File: src/rtl/speed_key_input_if.sv
// Command-pulse interface between the push-button front-end and the speed controller.
// The slave side owns the raw active-low keys as inputs and drives the command pulses.
interface speed_key_input_if;
  logic key_up_n;
  logic key_down_n;
  logic key_rst_n;
  logic up;
  logic down;
  logic speed_rst;
  logic repeating;

  modport master (
    output key_up_n,
    output key_down_n,
    output key_rst_n,
    input  up,
    input  down,
    input  speed_rst,
    input  repeating
  );

  modport slave (
    input  key_up_n,
    input  key_down_n,
    input  key_rst_n,
    output up,
    output down,
    output speed_rst,
    output repeating
  );
endinterface

File: src/rtl/speed_key_input.sv
// Push-button front-end: synchronise, debounce and turn three active-low keys into
// single-cycle up/down/speed_rst command pulses, with auto-repeat on held up/down.
module speed_key_input #(
  parameter int DEBOUNCE_CYCLES = 1_000_000,
  parameter int REPEAT_DELAY    = 25_000_000,
  parameter int REPEAT_PERIOD   = 5_000_000
) (
  input  logic             clk50M,
  input  logic             rst,
  speed_key_input_if.slave kif
);

  localparam int K_UP = 0;
  localparam int K_DN = 1;
  localparam int K_RS = 2;

  localparam int DB_W    = $clog2(DEBOUNCE_CYCLES + 1);
  localparam int RPT_MAX = (REPEAT_DELAY > REPEAT_PERIOD) ? REPEAT_DELAY : REPEAT_PERIOD;
  localparam int RPT_W   = $clog2(RPT_MAX + 1);

  localparam logic [DB_W-1:0]  DB_LAST     = DB_W'(DEBOUNCE_CYCLES);
  localparam logic [RPT_W-1:0] DELAY_LOAD  = RPT_W'(REPEAT_DELAY - 1);
  localparam logic [RPT_W-1:0] PERIOD_LOAD = RPT_W'(REPEAT_PERIOD - 1);

  typedef enum logic [1:0] {
    S_IDLE,
    S_DELAY,
    S_REPEAT,
    S_LOCKOUT
  } state_t;

  logic [2:0]      w_key_raw_n;
  logic [2:0]      r_sync1_n;
  logic [2:0]      r_sync2_n;
  logic [2:0]      w_key;
  logic [2:0]      r_stable;
  logic [2:0]      r_stable_d;
  logic [2:0]      w_rise;
  logic [DB_W-1:0] r_db_cnt [3];

  state_t          r_state;
  logic            r_dir;
  logic [RPT_W-1:0] r_rpt_cnt;
  logic            r_up;
  logic            r_down;
  logic            r_speed_rst;
  logic            r_repeating;
  logic            w_held;

  assign w_key_raw_n = {kif.key_rst_n, kif.key_down_n, kif.key_up_n};
  assign w_key       = ~r_sync2_n;
  assign w_rise      = r_stable & ~r_stable_d;
  assign w_held      = r_dir ? r_stable[K_DN] : r_stable[K_UP];

  // Synchronisers reset to the released (high) level so no false press follows reset.
  always_ff @(posedge clk50M) begin
    // NOTE: every clocked block uses non-blocking assignments so all flops update
    // from pre-edge values; blocking here would collapse the two synchroniser stages.
    if (rst) begin
      r_sync1_n <= '1;
      r_sync2_n <= '1;
    end else begin
      r_sync1_n <= w_key_raw_n;
      r_sync2_n <= r_sync1_n;
    end
  end

  // A key change is accepted only after the counter has run to DEBOUNCE_CYCLES
  // without the synchronised level falling back to the accepted one.
  always_ff @(posedge clk50M) begin
    if (rst) begin
      r_stable   <= '0;
      r_stable_d <= '0;
      for (int i = 0; i < 3; i++) begin
        r_db_cnt[i] <= '0;
      end
    end else begin
      r_stable_d <= r_stable;
      for (int i = 0; i < 3; i++) begin
        if (w_key[i] == r_stable[i]) begin
          r_db_cnt[i] <= '0;
        end else if (r_db_cnt[i] == DB_LAST) begin
          r_stable[i] <= w_key[i];
          r_db_cnt[i] <= '0;
        end else begin
          r_db_cnt[i] <= r_db_cnt[i] + DB_W'(1);
        end
      end
    end
  end

  // Up/down repeat FSM; speed_rst and up+down conflicts pre-empt everything.
  always_ff @(posedge clk50M) begin
    if (rst) begin
      r_state     <= S_IDLE;
      r_dir       <= 1'b0;
      r_rpt_cnt   <= '0;
      r_up        <= 1'b0;
      r_down      <= 1'b0;
      r_speed_rst <= 1'b0;
      r_repeating <= 1'b0;
    end else begin
      r_up        <= 1'b0;
      r_down      <= 1'b0;
      r_speed_rst <= w_rise[K_RS];
      if (w_rise[K_RS] || (r_stable[K_UP] && r_stable[K_DN])) begin
        r_state     <= S_LOCKOUT;
        r_rpt_cnt   <= '0;
        r_repeating <= 1'b0;
      end else begin
        case (r_state)
          S_IDLE: begin
            if (w_rise[K_UP]) begin
              r_state   <= S_DELAY;
              r_dir     <= 1'b0;
              r_up      <= 1'b1;
              r_rpt_cnt <= DELAY_LOAD;
            end else if (w_rise[K_DN]) begin
              r_state   <= S_DELAY;
              r_dir     <= 1'b1;
              r_down    <= 1'b1;
              r_rpt_cnt <= DELAY_LOAD;
            end
          end
          S_DELAY, S_REPEAT: begin
            // Release beats a same-cycle expiry: no pulse once the key is let go.
            if (!w_held) begin
              r_state     <= S_IDLE;
              r_rpt_cnt   <= '0;
              r_repeating <= 1'b0;
            end else if (r_rpt_cnt == '0) begin
              r_state     <= S_REPEAT;
              r_repeating <= 1'b1;
              r_rpt_cnt   <= PERIOD_LOAD;
              if (r_dir) begin
                r_down <= 1'b1;
              end else begin
                r_up <= 1'b1;
              end
            end else begin
              r_rpt_cnt <= r_rpt_cnt - RPT_W'(1);
            end
          end
          S_LOCKOUT: begin
            if (r_stable == 3'b000) begin
              r_state <= S_IDLE;
            end
          end
          default: begin
            r_state <= S_IDLE;
          end
        endcase
      end
    end
  end

  assign kif.up        = r_up;
  assign kif.down      = r_down;
  assign kif.speed_rst = r_speed_rst;
  assign kif.repeating = r_repeating;

endmodule

File: src/flat_wrapper.sv
// flat-port wrapper written by rule: the top's interface ports become plain ports
module speed_key_input_flat 
#(
  parameter int DEBOUNCE_CYCLES = 1_000_000,
  parameter int REPEAT_DELAY    = 25_000_000,
  parameter int REPEAT_PERIOD   = 5_000_000
)
  (clk50M, rst, kif_key_up_n, kif_key_down_n, kif_key_rst_n, kif_up, kif_down, kif_speed_rst, kif_repeating);
  speed_key_input_if kif_i ();
  input  logic clk50M;
  input  logic rst;
  input wire logic [$bits(kif_i.key_up_n)-1:0] kif_key_up_n;
  input wire logic [$bits(kif_i.key_down_n)-1:0] kif_key_down_n;
  input wire logic [$bits(kif_i.key_rst_n)-1:0] kif_key_rst_n;
  output wire logic [$bits(kif_i.up)-1:0] kif_up;
  output wire logic [$bits(kif_i.down)-1:0] kif_down;
  output wire logic [$bits(kif_i.speed_rst)-1:0] kif_speed_rst;
  output wire logic [$bits(kif_i.repeating)-1:0] kif_repeating;
  assign kif_i.key_up_n = kif_key_up_n;
  assign kif_i.key_down_n = kif_key_down_n;
  assign kif_i.key_rst_n = kif_key_rst_n;
  assign kif_up = kif_i.up;
  assign kif_down = kif_i.down;
  assign kif_speed_rst = kif_i.speed_rst;
  assign kif_repeating = kif_i.repeating;
  speed_key_input #(.DEBOUNCE_CYCLES(DEBOUNCE_CYCLES), .REPEAT_DELAY(REPEAT_DELAY), .REPEAT_PERIOD(REPEAT_PERIOD)) u_core (.clk50M(clk50M), .rst(rst), .kif(kif_i));
endmodule
File: config.mk
export PLATFORM = sky130hd
export DESIGN_NAME = speed_key_input_flat
export DESIGN_NICKNAME = d
export VERILOG_FILES = /design/src/rtl/speed_key_input_if.sv /design/src/rtl/speed_key_input.sv /design/src/flat_wrapper.sv
export SDC_FILE = /design/constraint.sdc
export NUM_CORES = 1
export LEC_CHECK = 0
export ABC_CLOCK_PERIOD_IN_PS = 2990
export BUFFER_PORTS_ARGS = -buffer_cell sky130_fd_sc_hd__buf_2
export CAP_MARGIN = 20
export CORE_MARGIN = 3
export CORE_UTILIZATION = 32
export DETAILED_ROUTE_END_ITERATION = 10
export PLACE_DENSITY = 0.44
export SLEW_MARGIN = 20
export SYNTH_ARGS = -nofsm -noshare
export SYNTH_HDL_FRONTEND = slang
export SYNTH_SLANG_ARGS = --single-unit
export TNS_END_PERCENT = 30
File: constraint.sdc
create_clock -name clk50M -period 2.99 [get_ports clk50M]
set_input_delay 0 -clock clk50M [delete_from_list [all_inputs] [get_ports clk50M]]
set_output_delay 0 -clock clk50M [all_outputs]
set_load 0.005 [all_outputs]
==> metrics.txt, run 1 <==
unrepaired setup endpoints after global routing no; dpl cells 847; worst-case vdd ir drop about 0.32 mV; leading cell types in the layout, fill and taps excluded nor2_1 (101), edfxtp_1 (60), conb_1 (60); design area 6359 um2; Critical Path AT 2460 ps; worst path required time 3080 ps; post-synthesis cell type count 70; GRT Util Overall 0.1328; # resized after CTS 0; setup TNS 0 ps; Max Clock Skew between 7 and 8 ps; layout net count around 660; Initial Util 0.3315; crit path launch type flop; Synth area leader edfxtp_1; share of layout cells above drive strength 1 0.08978; Crit. End Element flop; antenna violations before repair 0; ant diodes 0; ys async rst share 0; first-pass GRT wire length roughly 20000 um; Crit-path slowest cell or4b_2; worst-path fanout max 20; TritonCTS clock tree yes; # rows 47; Hold Path Depth 2; Detail Placement HPWL 8109 um; fin crit share 0.7926; core region area 16820 um2; CTS H-tree depth 3; detailed-route DRC error count 0; Die Wd 138.0 um; setup-violating endpoint count in the final report 0; chip height 138.0 um; worst-skew pair later-pin latency approximately 350 ps; pin count of the biggest net entering global routing 21; Min-Delay Path Class in -> reg; Rel. slew slack 0.3733; vias in the first global route 4068; critical path type reg -> reg; Tightest Pin Transition 914.0 ps; Seq/Total Area, Yosys 0.4811; CP Cell Sequence or4b_2, nor4_1, and3_1, or3_2, nor2_1; reg2reg path depth 5; #FFs+latches synth 104; Die ar. 19040 um2; Syn Area/Cell 9.713 um2; CTS max path bufs 2; FF-to-FF Start u_core.r_db_cnt[0][5]$_SDFFCE_PN0P_; antenna violation net count after detailed routing 0; status finished, final reports clean; CTS Sinks 104; DR vias 4208; Yosys warning count 0; commonest non-fill, non-tap cell in the layout nor2_1; Cells after Synth 574; IO Port Bufs 8; DRT Wirelength 11660 um; r2r endpoint u_core.r_db_cnt[0][18]$_SDFFCE_PN0P_; R2R setup slack around 620 ps; post-CTS setup buffer count 0; Worst path max stage delay about 640 ps; Num CTS Buffers 9; Post-CTS Hold Buffers 3; Routability Congestion 0.8130; Slew Viols, Final 0; IO Count 9; Non-Filler Instances 866; minimum clock period 2370 ps; Synth Cell Area about 5600 um2; post-DR wirelength/cell about 13 um; Max-cap violations 0; routed vias/inst 4.859; Leak Pwr 2.256 nW; Worst Hold End u_core.r_stable[2]$_SDFFE_PP0P_; Post-synth top flop edfxtp_1; Fin. Hold Viols 0; P&R area growth vs syn 14.05%; Synth top area share 0.3232; CTS clock-pin slew for the worst setup and hold paths approximately 70 ps; min-delay src rst; Root Buffer clkbuf_16; First-pass DRT Iterations 4; placed cell areas 6060 um2; maximum clock frequency ~420 MHz; Post-synth EDFFs 60; total congestion overflow 0; top cells by area, synth edfxtp_1 (32%), dfxtp_1 (16%), nor2_1 (6.8%), xor2_1 (6.4%), xnor2_1 (3.6%); pwr/cell area 633.8 nW/um2; 1st-iter DRT viols ~210
[worst max path at each step]
stage	startpoint	end	slack, ps	cells past startpoint
5_1_grt	u_core.r_db_cnt[1][1]$_SDFFCE_PN0P_	u_core.r_db_cnt[1][13]$_SDFFCE_PN0P_	420	7
2_1_floorplan	u_core.r_db_cnt[0][11]$_SDFFCE_PN0P_	u_core.r_db_cnt[0][12]$_SDFFCE_PN0P_	980	6
6_report	u_core.r_db_cnt[0][5]$_SDFFCE_PN0P_	u_core.r_db_cnt[0][18]$_SDFFCE_PN0P_	620	5
4_1_cts	u_core.r_db_cnt[0][5]$_SDFFCE_PN0P_	u_core.r_db_cnt[0][18]$_SDFFCE_PN0P_	620	5
3_5_place_dp	u_core.r_db_cnt[0][11]$_SDFFCE_PN0P_	u_core.r_db_cnt[0][18]$_SDFFCE_PN0P_	620	5
3_3_place_gp	u_core.r_rpt_cnt[0]$_SDFFE_PP0P_	u_core.r_rpt_cnt[12]$_SDFFE_PP0P_	660	7
[synth_stat cells, types with 4 or more instances]
| cell type | count |
|---|---|
| mux2i_1 | 4 |
| nand2_1 | 31 |
| nor4_1 | 13 |
| nor2_1 | 101 |
| dfxtp_1 | 44 |
| nand2b_1 | 4 |
| and3_1 | 5 |
| clkbuf_1 | 15 |
| nand3_1 | 29 |
| edfxtp_1 | 60 |
| xnor2_1 | 23 |
| a31oi_1 | 9 |
| nand4_1 | 16 |
| inv_1 | 25 |
| or2_2 | 7 |
| ha_1 | 9 |
| nor3_1 | 13 |
| o21a_1 | 5 |
| nor2b_1 | 4 |
| o221a_2 | 4 |
| and4_1 | 8 |
| xor2_1 | 41 |
| nor4b_1 | 5 |
| a21oi_1 | 12 |
| o21ai_0 | 24 |
[worst max-delay path: cells and delay by family, from the launching register on]
family           cells  cell delay (ps)
AND/OR/NAND/NOR      5             1610
flip-flops           1              490
[final cells by class]
cell class              count  area, um2
multi-input cells         483       2915
flip-flops and latches    104       2683
fillers                  1748      10460
well taps                 220      275.3
clock inverters             4      22.52
repair buffers             18      122.6
clock buffers              12      246.5
inverters                  25      93.84
[state kept, by name, summed over array words and instances, names as in the netlist]
name                  cells
u_core.kif.down           1
u_core.kif.repeating      1
u_core.kif.speed_rst      1
u_core.kif.up             1
u_core.r_db_cnt          60
u_core.r_dir              1
u_core.r_rpt_cnt         25
u_core.r_stable           3
u_core.r_stable_d         3
u_core.r_state            2
u_core.r_sync1_n          3
u_core.r_sync2_n          3
[cell families after synthesis]
kind of cell    Yosys count  share of synthesized area
simple gates            264                     0.2527
other cells               1                  0.0006726
xor+xnor                 64                     0.1005
mux                       5                   0.009201
buf+inv                  46                    0.03568
compound gates           81                    0.09987
fa+ha+maj                 9                    0.02020
flops                   104                     0.4811
[metal layers]
layer  GRT usage  wire, um
met2      0.2145      5396
met4     0.03732       128
met5           0         0
met3     0.03374       415
met1      0.1768      5724
[through the flow]
| stage | util | hold slack (ps) | power (mW) | worst slack (ps) |
|---|---|---|---|---|
| after floorplan | - | 103.8 | 2.667 | 978.1 |
| after global placement | 0.3603 | 193.5 | 2.968 | 664.1 |
| after detailed placement | 0.3603 | 189.3 | 2.954 | 617.9 |
| after CTS | 0.3781 | 11.88 | 4.088 | 619.2 |
| after global routing | 0.3781 | 43.04 | 4.311 | 415.8 |
| final | 0.3781 | 22.27 | 4.030 | 620.2 |
[power by group]
| part | total (mW) | internal (mW) | switching [mW] |
|---|---|---|---|
| combinational | 1.17 | 0.436 | 0.735 |
| sequential | 1.77 | 1.63 | 0.138 |
| clock | 1.09 | 0.584 | 0.507 |
Note: power is estimated with default switching activity, not from simulation.
==> run 2, diff against run 1 <==
- ABC_CLOCK_PERIOD_IN_PS: 2990 -> 2300
- clock period: 2.99 -> 2.3 ns (I/O delays scaled with it)
==> run 2 against run 1 <==
Wire length grew 4.2%. Fmax grew 13%. Design area grew 2.3%. Core utilization grew 0.86 points. Global-route usage grew 0.43 points. Critical path type unchanged. Largest cell class unchanged.
==> metrics.txt, run 2 (synthesized netlist as in run 1, its figures left out) <==
core region area ~17000 um2; worst-path fanout max 15; detailed-route DRC error count 0; routed vias/inst roughly 4.9; placed cell areas 6160 um2; 1st-iter DRT viols 218; unrepaired setup endpoints after global routing no; share of layout cells above drive strength 1 0.1082; Slew Viols, Final 0; Non-Filler Instances approximately 900; antenna violation net count after detailed routing 0; P&R area growth vs syn 16.65%; layout net count 665; Place WS slightly above 200 ps; minimum clock period 2104 ps; DR vias between 4000 and 5000; Largest regs u_core.r_db_cnt: 60 flops, u_core.r_rpt_cnt: 25 flops; design area ~6500 um2; Leak Pwr 2.331 nW; IO Count 9; hold_ws between 20 and 30 ps; ant diodes 0; Fin. Hold Viols 0; # resized after CTS 0; worst-case vdd ir drop roughly 0.47 mV; r2r endpoint u_core.r_db_cnt[0][5]$_SDFFCE_PN0P_; chip height 138.0 um; setup ws final about 200 ps; FF-to-FF Start u_core.r_db_cnt[0][10]$_SDFFCE_PN0P_; TritonCTS clock tree yes; Initial Util 0.3315; IO Port Bufs 8; # rows 47; maximum clock frequency 475.3 MHz; total congestion overflow 0; First-pass DRT Iterations 5; Num CTS Buffers 9; Tightest Pin Transition ~600 ps; CP Cell Sequence or4b_2, nor4_1, and3_1, or3_2, buf_12, nor2_1; antenna violations before repair 0; Worst Hold End u_core.r_stable[1]$_SDFFE_PP0N_; commonest non-fill, non-tap cell in the layout nor2_1; Detail Placement HPWL 8512 um; Critical Path AT 2210 ps; CTS H-tree depth 3; Max-cap violations 0; Root Buffer clkbuf_16; pin count of the biggest net entering global routing 21; setup-violating endpoint count in the final report 0; post-DR wirelength/cell 13.87 um; GRT Util Overall 0.1371; Die Wd 138.0 um; Crit. End Element flop; setup TNS 0 ps; Max Clock Skew 6.586 ps; CTS clock-pin slew for the worst setup and hold paths 80 ps; Crit-path slowest cell or4b_2; Worst path max stage delay 640 ps; Reg with most FFs u_core.r_db_cnt; Rel. slew slack 0.5967; status finished, final reports clean; CTS max path bufs 2; critical path type reg -> reg; worst path required time 2410 ps; CTS Sinks approximately 100; DRT Wirelength roughly 12000 um; leading cell types in the layout, fill and taps excluded nor2_1 (101), edfxtp_1 (60), conb_1 (60); R2R setup slack between 150 and 200 ps; crit path launch type flop; first-pass GRT wire length 20840 um; vias in the first global route 4235; Largest register FFs 60; Hold Path Depth 2; pwr/cell area 850.5 nW/um2; Die ar. 19040 um2; Routability Congestion 0.8189; fin crit share 0.9147; worst-skew pair later-pin latency roughly 350 ps; dpl cells 857; reg2reg path depth 6; min-delay src rst; Min-Delay Path Class in -> reg
run 2: changes by cell type in the layout (fill, tap and decap cells not counted), sizes merged:
| cell | change |
|---|---|
| clkbuf | -2 |
| buf | +10 |
| inv | +3 |
| clkinvlp | +1 |
| clkinv | -3 |
| bufinv | +1 |
run 2: repair_timing:
item,4_1_cts,5_1_grt
hold buffers,3,0
buffers inserted,0,0
endpoints found under the hold margin,3,0
run 2: how the worst max path moves through the flow:
stage                                           end  cells after the start                            startpoint
2_1_floorplan  u_core.r_db_cnt[0][12]$_SDFFCE_PN0P_                      6  u_core.r_db_cnt[0][11]$_SDFFCE_PN0P_
3_3_place_gp    u_core.r_db_cnt[0][5]$_SDFFCE_PN0P_                      6  u_core.r_db_cnt[0][10]$_SDFFCE_PN0P_
3_5_place_dp    u_core.r_db_cnt[0][5]$_SDFFCE_PN0P_                      6  u_core.r_db_cnt[0][10]$_SDFFCE_PN0P_
4_1_cts         u_core.r_db_cnt[0][5]$_SDFFCE_PN0P_                      6  u_core.r_db_cnt[0][10]$_SDFFCE_PN0P_
5_1_grt         u_core.r_db_cnt[0][9]$_SDFFCE_PN0P_                      6  u_core.r_db_cnt[0][10]$_SDFFCE_PN0P_
6_report        u_core.r_db_cnt[0][5]$_SDFFCE_PN0P_                      6  u_core.r_db_cnt[0][10]$_SDFFCE_PN0P_
run 2: report_power, final:
part | total [mW] | leakage, nW | switching (mW) | internal, mW
Clock | 1.64 | 0.152 | 0.743 | 0.893
Sequential | 2.30 | 0.977 | 0.184 | 2.12
Combinational | 1.59 | 1.20 | 1.00 | 0.592
run 2: layout make-up:
type                            instances  area, um2
Clock inverter                          6      75.07
Multi-Input combinational cell        483       2915
Timing Repair Buffer                   28      222.7
Inverter                               25      93.84
Clock buffer                           10      239.0
Sequential cell                       104       2683
Tap cell                              220      275.3
Fill cell                            1718      10310
run 2: layer usage:
| metal | routed length, um | up-vias | track usage |
|---|---|---|---|
| li1 | - | 2165 | - |
| met1 | 5981 | 2095 | 0.1831 |
| met2 | 5613 | 60 | 0.2226 |
| met3 | 343 | 16 | 0.02685 |
| met4 | 216 | 0 | 0.04720 |
| met5 | 0 | - | 0 |
run 2: critical path, delay by kind of cell, from the launching register on:
family | cells | cell delay [ps]
flip-flops | 1 | 420
buffers and inverters | 1 | 140
AND/OR/NAND/NOR | 5 | 1300
run 2: per-stage QoR:
step / power (mW) / util
floorplan: 3.468 / -
global placement: 3.908 / 0.3662
detailed placement: 3.910 / 0.3662
CTS: 5.581 / 0.3867
global route: 5.866 / 0.3867
finish: 5.531 / 0.3867
==> run 3, diff against run 2 <==
- ABC_AREA: not set -> 1
- CORE_UTILIZATION: 32 -> 50
- PLACE_DENSITY: 0.44 -> 0.64
==> run 3 against run 2 <==
Design area is 5.0% higher. Worst hold slack better by 340 ps. Wire length about the same. Fmax is 7.8% higher. Synthesized cell count grew 37%. Synthesized area grew 8.5%. Critical path depth increased by 1. Die area fell by 29%. Clock power hardly changed. Critical path type unchanged. Largest power group is now combinational cells.
==> metrics.txt, run 3 <==
Cells after Synth 786; Seq/Total Area, Yosys 0.4433; DR vias between 5000 and 6000; Met3 Wirelength 359 um; Largest regs u_core.r_db_cnt: 60 flops, u_core.r_rpt_cnt: 25 flops; setup-violating endpoint count in the final report 0; leading cell types in the layout, fill and taps excluded nand2_1 (151), nor2_1 (120), inv_1 (97); antenna violation net count after detailed routing 0; Crit. End Element flop; main combinational cell family by area after synthesis simple AND/OR/NAND/NOR gates; detailed-route DRC error count 0; IO Port Bufs 8; commonest non-fill, non-tap cell in the layout nand2_1; total internal power 4.276 mW; R2R setup slack 350 ps; worst-path fanout max 19; number of fill cells 1061; Leak Pwr ~2.9 nW; worst-case vdd ir drop between 0.9 and 1 mV; #FFs+latches synth between 100 and 150; count leader, synth nand2_1; Routability Congestion between 0.8 and 0.9; Synth Area in Compound Gates 0.07134; Stages on worst setup path 7; area taken by multi-input logic gates 3090 um2; # rows 39; CP bufs+invs 1; DRT Wirelength 12150 um; Min-Delay Path Class in -> reg; Max Clock Skew 7.911 ps; post-CTS setup buffer count 0; Num CTS Buffers 9; Synth Cell Area 6051 um2; reg2reg path depth 7; pin count of the biggest net entering global routing 21; routed vias/inst between 5 and 6; sequential standard cell area 2683 um2; vias in the first global route about 5000; placed cell areas 6472 um2; Reg with most FFs u_core.r_db_cnt; # resized after CTS 0; CTS H-tree depth 3; status finished, final reports clean; Simple-Gate Fraction of Synth Area 0.3416; Post-CTS Hold Buffers 4; P&R area growth vs syn 12.82%; 1st-iter DRT viols between 300 and 400; First-pass DRT Iterations 5; Yosys warning count 0; GRT Util Overall 0.1984; Non-Filler Instances 1010; CTS Sinks 104; TritonCTS clock tree yes; post-synthesis mux area share 0; first-pass GRT wire length between 20000 and 25000 um; CP delay by family, top simple AND/OR/NAND/NOR gates; share of layout cells above drive strength 1 0.09689; antenna violations before repair 0; setup TNS 0 ps; Hold Path Depth 3; fin crit share 0.8487; worst-skew pair later-pin latency 350 ps; Post-synth top cells nand2_1 (151), nor2_1 (120), inv_1 (97); Switching Share 0.4121; CTS max path bufs 2; total congestion overflow 0; Root Buffer clkbuf_16; ys async rst share 0; unrepaired setup endpoints after global routing no; Synth area leader edfxtp_1; pwr/cell area 1065 nW/um2; Post-synth top flop edfxtp_1; IO Count 9; critical path type reg -> reg; layout net count 876; clock share of power 0.223; Combinational Power Share 0.437; core region area 11610 um2; Seq pwr share 0.340; Post-synth EDFFs 60; Crit-path slowest cell edfxtp_1; CP Cell Sequence inv_1, ha_1, nand3_1, nor4_1, nand4_1, nand2_2, nor3_1; chip height 116.0 um; wl on met1 5872 um; Worst path max stage delay 480 ps; dpl cells between 900 and 1000; crit path launch type flop; design area roughly 7000 um2; Fin. Hold Viols 0; post-synthesis cell type count 44; top cells by area, synth edfxtp_1 (30%), dfxtp_1 (15%), nand2_1 (9.4%), nor2_1 (7.4%), inv_1 (6.0%); ant diodes 0; routed length on met2 5720 um; Slew Viols, Final 0; worst path required time 2380 ps; Max-cap violations 0; hold_ws roughly 370 ps; post-DR wirelength/cell 12.03 um; Top Metal Used met4; Post-Synth Adder-Cell Area 0.01861; minimum clock period 1952 ps; Die Wd 116.0 um; Critical Path AT approximately 2000 ps; Syn Area/Cell 7.698 um2; sw power 2.997 mW; Initial Util 0.5210; Synth top area share 0.2978; Largest register FFs 60; Die ar. between 10000 and 15000 um2; maximum clock frequency 512.3 MHz; Detail Placement HPWL 9148 um; CTS clock-pin slew for the worst setup and hold paths 70 ps; Synth Area in XOR/XNOR 0.04198
## run 3: tightest hold or removal path: stages
cell,delay (ps)
dlygate4sd3_1,520
buf_2,90
or2_2,80
## run 3: path summary, 6_finish.rpt
| path | endpoint | start |
|---|---|---|
| hold reg to reg | u_core.r_sync2_n[1]$_SDFF_PP1_ | u_core.r_sync1_n[1]$_SDFF_PP1_ |
| setup reg to reg | u_core.r_db_cnt[1][16]$_SDFFCE_PN0P_ | u_core.r_db_cnt[1][0]$_SDFFCE_PN0P_ |
| hold / removal | u_core.r_sync1_n[2]$_SDFF_PP1_ | kif_key_rst_n |
| setup / recovery | u_core.r_db_cnt[1][16]$_SDFFCE_PN0P_ | u_core.r_db_cnt[1][0]$_SDFFCE_PN0P_ |
## run 3: routing by layer
metal  GRT usage  up-vias
li1            -     2686
met5           0        -
met3     0.03185       14
met1      0.2610     2354
met2      0.3322       80
met4     0.07038        0
## run 3: layout make-up
type / count / area share
Multi-Input combinational cell: 615 / 0.4527
Sequential cell: 104 / 0.3930
Inverter: 112 / 0.06158
Clock buffer: 11 / 0.03409
Tap cell: 143 / 0.02621
Timing Repair Buffer: 20 / 0.02053
Clock inverter: 5 / 0.01191
## run 3: power by group through the flow
| stage | registers, mW | logic [mW] | clock network (mW) |
|---|---|---|---|
| final | 2.47 | 3.18 | 1.62 |
| after global routing | 2.51 | 3.67 | 1.74 |
| after CTS | 2.46 | 3.17 | 1.67 |
| after detailed placement | 2.50 | 3.15 | 0 |
| after global placement | 2.49 | 3.10 | 0 |
| after floorplan | 2.43 | 2.52 | 0 |
## run 3: per-stage QoR
stage	total power [mW]	setup WS (ps)	utilization
6_report	7.272	348.1	0.5878
5_1_grt	7.918	157.2	0.5878
4_1_cts	7.301	349.2	0.5878
3_5_place_dp	5.647	342.8	0.5573
3_3_place_gp	5.593	399.6	0.5573
2_1_floorplan	4.954	612.1	-
## run 3: cells by family (layout without fill, tap and decap cells)
kind of cell,count (synthesis),after routing
AO/OA/AOI/OAI,80,80
buffers and inverters,126,148
other,1,60
flip-flops,104,104
XOR/XNOR,29,29
adder cells (fa/ha/maj),9,9
AND/OR/NAND/NOR,437,437
